File: config.mk
export PLATFORM = sky130hd
export DESIGN_NAME = agc_timepulse_decoder
export DESIGN_NICKNAME = d
export VERILOG_FILES = /design/src/rtl/agc_timing_pkg.sv /design/src/rtl/agc_tp_watchdog.sv /design/src/rtl/agc_timepulse_decoder.sv
export SDC_FILE = /design/constraint.sdc
export NUM_CORES = 1
export LEC_CHECK = 0
export BUFFER_PORTS_ARGS = -buffer_cell sky130_fd_sc_hd__buf_4
export CAP_MARGIN = 25
export CELL_PAD_IN_SITES_DETAIL_PLACEMENT = 0
export CELL_PAD_IN_SITES_GLOBAL_PLACEMENT = 2
export CORE_UTILIZATION = 33
export CTS_CLUSTER_DIAMETER = 100
export DETAILED_ROUTE_END_ITERATION = 7
export GPL_TIMING_DRIVEN = 0
export HOLD_SLACK_MARGIN = 0.02
export PLACE_DENSITY = 0.81
export SYNTH_ARGS = -nofsm -noshare
export SYNTH_HDL_FRONTEND = slang
export SYNTH_SLANG_ARGS = --single-unit
export TNS_END_PERCENT = 10
File: constraint.sdc
create_clock -name SIM_CLK -period 2 [get_ports SIM_CLK]
set_input_delay 0.4 -clock SIM_CLK [delete_from_list [all_inputs] [get_ports SIM_CLK]]
set_output_delay 0.4 -clock SIM_CLK [all_outputs]
set_load 0.02 [all_outputs]
File: src/rtl/agc_timing_pkg.sv
// Shared timing definitions for the AGC time-pulse decoder: FSM state
// encoding, fail codes, pulse count and the Johnson / pulse decode helpers.
package agc_timing_pkg;

    typedef enum logic [1:0] {
        TPDEC_UNSYNC = 2'd0,
        TPDEC_SYNC   = 2'd1,
        TPDEC_FAIL   = 2'd2
    } tpdec_state_e;

    localparam logic [1:0] FC_NONE  = 2'b00;
    localparam logic [1:0] FC_WDOG  = 2'b01;
    localparam logic [1:0] FC_SYNC  = 2'b10;
    localparam logic [1:0] FC_PHASE = 2'b11;

    localparam int TP_COUNT = 12;

    // Legal successor of a 5-stage Johnson counter value.
    function automatic logic [4:0] johnson_next(input logic [4:0] p);
        return {p[3:0], ~p[4]};
    endfunction

    // Active-low one-hot pulse lines for pulse number n (1..12); 0 gives all ones.
    function automatic logic [TP_COUNT-1:0] tp_decode(input logic [3:0] n);
        logic [TP_COUNT-1:0] one_hot;
        one_hot = '0;
        for (int i = 0; i < TP_COUNT; i++) begin
            if (n == 4'(i + 1)) one_hot[i] = 1'b1;
        end
        return ~one_hot;
    endfunction

endpackage

File: src/rtl/agc_tp_watchdog.sv
// Timer watchdog: saturating counter that advances every other enabled
// cycle and flags expiry once it reaches LIMIT.
module agc_tp_watchdog #(
    parameter int LIMIT = 24
) (
    input  logic clk,
    input  logic rst_n,
    input  logic clr,
    input  logic en,
    output logic expired
);
    localparam int CW = $clog2(LIMIT + 1);

    logic [CW-1:0] count;
    logic          half;

    // Count every second enabled cycle, hold at LIMIT, restart on clear.
    // NOTE: state registers use non-blocking assignments so every flop samples pre-edge values.
    always_ff @(posedge clk or negedge rst_n) begin
        if (!rst_n) begin
            count <= '0;
            half  <= 1'b0;
        end else if (clr) begin
            count <= '0;
            half  <= 1'b0;
        end else if (en) begin
            half <= ~half;
            if (half && count != CW'(LIMIT)) count <= count + 1'b1;
        end
    end

    assign expired = (count == CW'(LIMIT));

endmodule

File: src/rtl/agc_timepulse_decoder.sv
// AGC time-pulse decoder: rebuilds T01..T12 from the timer CT/EVNSET/P01..P05
// interface, counts memory cycles and latches a timer-fail alarm on watchdog,
// sync or Johnson-phase faults.
// Optional build macro AGC_TPDEC_STATS_EN adds saturating per-fault counters.
module agc_timepulse_decoder
    import agc_timing_pkg::*;
#(
    parameter int WDOG_LIMIT = 24,
    parameter int MCT_W      = 16
) (
    input  logic                SIM_CLK,
    input  logic                SIM_RST,
    input  logic                CT,
    input  logic                EVNSET,
    input  logic                P01,
    input  logic                P02,
    input  logic                P03,
    input  logic                P04,
    input  logic                P05,
    input  logic                CLR_FAIL,
    output logic [11:0]         TP_,
    output logic [3:0]          TPNUM,
    output logic                SYNCED,
    output logic                TMRFAIL,
    output logic [1:0]          FAIL_CODE,
    output logic [MCT_W-1:0]    MCTCNT
`ifdef AGC_TPDEC_STATS_EN
    ,
    output logic [7:0]          WDOG_ERRS,
    output logic [7:0]          SYNC_ERRS,
    output logic [7:0]          PHASE_ERRS
`endif
);

    tpdec_state_e state;
    logic         ct_q;
    logic [4:0]   p_q;
    logic [4:0]   p_vec;
    logic         ct_edge;
    logic         at_t12;
    logic [3:0]   tp_next;
    logic         phase_err;
    logic         sync_err;
    logic         wdog_err;
    logic         wdog_expired;
    logic [1:0]   fault_code;

    assign p_vec   = {P05, P04, P03, P02, P01};
    assign ct_edge = CT & ~ct_q;
    assign at_t12  = (TPNUM == 4'(TP_COUNT));
    assign tp_next = at_t12 ? 4'd1 : TPNUM + 4'd1;

    // A P change is legal only as one Johnson step; holding still is always legal.
    assign phase_err = (state == TPDEC_SYNC) && (p_vec != p_q) && (p_vec != johnson_next(p_q));
    // EVNSET must accompany exactly the T12 -> T01 edge.
    assign sync_err  = (state == TPDEC_SYNC) && ct_edge && (EVNSET != at_t12);
    // A CT edge arriving in the expiry cycle rescues the watchdog.
    assign wdog_err  = (state == TPDEC_SYNC) && wdog_expired && !ct_edge;

    agc_tp_watchdog #(
        .LIMIT (WDOG_LIMIT)
    ) u_watchdog (
        .clk     (SIM_CLK),
        .rst_n   (SIM_RST),
        .clr     (ct_edge | (state != TPDEC_SYNC)),
        .en      (state == TPDEC_SYNC),
        .expired (wdog_expired)
    );

    // Resolve simultaneous faults: phase beats sync beats watchdog.
    // NOTE: every output of a combinational block gets a default first, so no latch is inferred.
    always_comb begin
        fault_code = FC_NONE;
        if (phase_err)      fault_code = FC_PHASE;
        else if (sync_err)  fault_code = FC_SYNC;
        else if (wdog_err)  fault_code = FC_WDOG;
    end

    // Decoder FSM with registered pulse, status and memory-cycle outputs.
    always_ff @(posedge SIM_CLK or negedge SIM_RST) begin
        if (!SIM_RST) begin
            state     <= TPDEC_UNSYNC;
            ct_q      <= 1'b0;
            p_q       <= '0;
            TP_       <= '1;
            TPNUM     <= '0;
            SYNCED    <= 1'b0;
            TMRFAIL   <= 1'b0;
            FAIL_CODE <= FC_NONE;
            MCTCNT    <= '0;
        end else begin
            ct_q <= CT;
            p_q  <= p_vec;
            case (state)
                TPDEC_UNSYNC: begin
                    if (ct_edge && EVNSET) begin
                        state  <= TPDEC_SYNC;
                        TPNUM  <= 4'd1;
                        TP_    <= tp_decode(4'd1);
                        SYNCED <= 1'b1;
                    end
                end
                TPDEC_SYNC: begin
                    if (fault_code != FC_NONE) begin
                        state     <= TPDEC_FAIL;
                        TPNUM     <= '0;
                        TP_       <= '1;
                        SYNCED    <= 1'b0;
                        TMRFAIL   <= 1'b1;
                        FAIL_CODE <= fault_code;
                    end else if (ct_edge) begin
                        TPNUM <= tp_next;
                        TP_   <= tp_decode(tp_next);
                        if (at_t12) MCTCNT <= MCTCNT + 1'b1;
                    end
                end
                TPDEC_FAIL: begin
                    if (CLR_FAIL) begin
                        state     <= TPDEC_UNSYNC;
                        TMRFAIL   <= 1'b0;
                        FAIL_CODE <= FC_NONE;
                    end
                end
                default: begin
                    state <= TPDEC_UNSYNC;
                end
            endcase
        end
    end

`ifdef AGC_TPDEC_STATS_EN
    // Count each entry into FAIL by fault code, saturating at 255.
    always_ff @(posedge SIM_CLK or negedge SIM_RST) begin
        if (!SIM_RST) begin
            WDOG_ERRS  <= '0;
            SYNC_ERRS  <= '0;
            PHASE_ERRS <= '0;
        end else if (state == TPDEC_SYNC) begin
            case (fault_code)
                FC_WDOG:  if (WDOG_ERRS  != 8'hFF) WDOG_ERRS  <= WDOG_ERRS  + 8'd1;
                FC_SYNC:  if (SYNC_ERRS  != 8'hFF) SYNC_ERRS  <= SYNC_ERRS  + 8'd1;
                FC_PHASE: if (PHASE_ERRS != 8'hFF) PHASE_ERRS <= PHASE_ERRS + 8'd1;
                default: ;
            endcase
        end
    end
`endif

endmodule

==> results.cfg <==
[pwr]
p_per_area_mw_per_mm2 = 649.9
switchingPower_w = 0.0006485
swShare_pct = 28.48
ir_drop_mv = 0.4498
combPwrFrac_pct = 22.0
pwr-share-clk_pct = 28.3
p_leak_nw = 1.571
p_seq_share_pct = 49.7
power.internal_w = 0.001628
total_power_w = 0.002277

[setup_path]
cp-start-kind = flip-flop
end_kind = flip-flop
crit_path_max_fanout = 5
worstSetupPathType = reg -> reg
cp.arrival_ps = 2210
crit_required_ps = 2230

[final_layout]
fillerInstances = 773
final_nets = 324
layout-drive-gt1-share_pct = 43.18
utilization_pct = 44.64
antenna_cells = 0
syn2layout_area_growth_pct = 29.15
fin_area_mm2 = 0.003503

[logic_synthesis]
synth.distinct_cells = 57
synth_area_mm2 = 0.002713
avgSynthCellArea_um2 = 10.98
ys_ff_latch = 50
synthCells = 247
postSynth.asyncResetShare_pct = 100.0
yosysSeqAreaShare_pct = 46.68
synth_edf_count = 0
yosys_warnings = 0
synth_ff_type = dfrtp_1
syn_nets = 264

[timing]
clock_skew_ps = 6.138
finalSetupTns_ps = 0
fmax_mhz = 504.5
period_minus_slack_ps = 1982
min_period_over_period_pct = 99.12
setup_viol = 0
whs_ps = 123.4
finalHoldViolCount = 0
final_max_slew_viol_count = 0
tightestPinTransition_ps = 654.2
slew_headroom_pct = 56.38
rsz0062_at_grt = true

[floorplan]
rows = 32
die_h_um = 92.67
initial_core_util_pct = 34.57
die_w_um = 92.67
core-area_mm2 = 0.007848
io_pins = 46
die-area_mm2 = 0.008587

[worst_hold_path]
hp-class = in -> async

[flow_run]
drv_cap = 0

[clock_tree]
clkTransAtPathRegs_ps = 90
tritoncts = built
htreeDepth = 2
cts-buffers-inserted = 5
cts_root_buf = clkbuf_8
clock_sinks = 50
clk-insertion-delay-late_ps = 300
postCtsHoldBufs = 0
clk_path_buf_depth = 2

[detailed_routing]
firstDrtPassIters = 4
avgViaCountPerCell = 4.968
routedWlPerCell_um = 14.40
drc_errors = 0
drtIter0Drc = 45
wirelength_um = 5904
vias = 2037
ant_nets = 0

[grt]
grt_antenna_before_repair = 0
grt_use_total_pct = 14.74
grt_max_degree = 51
grt_first_pass_wirelength_um = 10070
grt-ovfl-total = 0
grt_pass1_vias = 2015

[placed_design]
placed_area_mm2 = 0.003193
place.gp.congestion = 0.7025
post-dp-hpwl_um = 4089
portBuffers = 45

[run_status]
status = finished, final reports clean
[placed cells by master, fill, tap and decap left out, types with 3 or more instances in the layout]
cell type	count
buf_4	55
dfrtp_1	36
xor2_1	24
nand2_1	14
inv_1	13
dfstp_2	12
nand3_1	10
nor4b_2	9
mux2i_1	8
nor2_1	7
nor4_1	7
mux2_2	7
clkbuf_8	7
nor4_2	6
buf_6	5
a21oi_1	5
o21ai_0	5
ha_1	5
xnor2_1	4
buf_2	4
nor3_1	4
nand2b_1	3
nor3_2	3
or4_1	3
a31o_2	3
nand4_1	3
[flip-flops by register name (all words and copies together) (netlist names)]
name,flops
SYNCED,1
TP_,12
state,2
TPNUM,4
u_watchdog.count,5
u_watchdog.half,1
FAIL_CODE,2
p_q,5
ct_q,1
MCTCNT,16
TMRFAIL,1
[cell usage after synthesis (all sizes together) (6+ instances only)]
cell / n / area (um^2)
dfrtp: 38 / 950.9
xor2: 24 / 210.2
nand2: 16 / 62.56
inv: 15 / 56.30
nor4: 13 / 87.58
dfstp: 12 / 315.3
nand3: 12 / 72.57
buf: 11 / 80.07
nor4b: 10 / 106.4
mux2: 8 / 93.84
mux2i: 8 / 80.08
nor2: 8 / 32.54
ha: 7 / 87.58
nor3: 7 / 45.04
o21ai: 6 / 30.03
[per-layer routing]
metal	vias to the layer above	wire (um)	part of all wire, %	GRT usage, %
li1	1007	-	-	-
met1	986	2911	49	20.05
met2	38	2686	45	23.58
met3	6	240	4.1	3.448
met4	0	65	1.1	3.846
met5	-	0	0	0
[timing repair]
action                     CTS  global route
pin swaps                    0             1
setup endpoints to repair   13            27
gates resized for setup     12            20
setup buffers                3             5
[final timing paths]
kind	from	endpoint	slack [ps]	cells after the start
setup / recovery	TPNUM[1]	TP_[4]	20	7
hold / removal	SIM_RST	MCTCNT[6]	120	1
setup reg to reg	TPNUM[1]	TP_[4]	20	7
hold reg to reg	MCTCNT[15]	MCTCNT[15]	470	1
max in group asynchronous	SIM_RST	TPNUM[0]	1410	1
min in group SIM_CLK	P05	p_q[4]	230	1
[worst max-delay path, cell delays in order, from the launching register on]
cell and delay (ps):
dfrtp_2 440, inv_2 90, ha_4 160, nand3_4 100, mux2_4 270, or4b_4 500, nor4b_2 220, mux2i_1 110
[cell type report]
class / instances / area (um^2) / area share [%]
well taps: 102 / 127.6 / 3.643
plain buffers: 12 / 95.09 / 2.714
clock inverters: 1 / 3.754 / 0.1071
flip-flops and latches: 50 / 1269 / 36.21
clock buffers: 7 / 96.34 / 2.750
multi-input cells: 170 / 1458 / 41.61
repair buffers: 53 / 397.9 / 11.36
inverters: 15 / 56.30 / 1.607
[stage by stage]
stage	cells	worst slack (ps)
global placement	394	-199.1
CTS	405	-28.39
floorplan	247	12.63
finish	410	17.67
detailed placement	394	-199.0
global route	410	-86.28
[cell families after synthesis]
logic type                 Yosys count  share of synthesized area (%)
and+or+nand+nor                     90                          21.77
DFF                                 50                          46.68
AOI/OAI and AO/OA                   29                          7.704
xor gates and xnor gates            28                          9.040
buffers and inverters               27                          5.166
muxes                               16                          6.412
adders and majority gates            7                          3.229
[power groups by stage]
stage          sequential [W]  clock (W)  combinational [W]
4_1_cts               0.00113   0.000679           0.000477
2_1_floorplan         0.00121          0           0.000209
3_3_place_gp          0.00116          0           0.000429
6_report              0.00113   0.000644           0.000501
3_5_place_dp          0.00116          0           0.000431
5_1_grt               0.00114   0.000704           0.000548
Power figures use the tool's default switching activity.
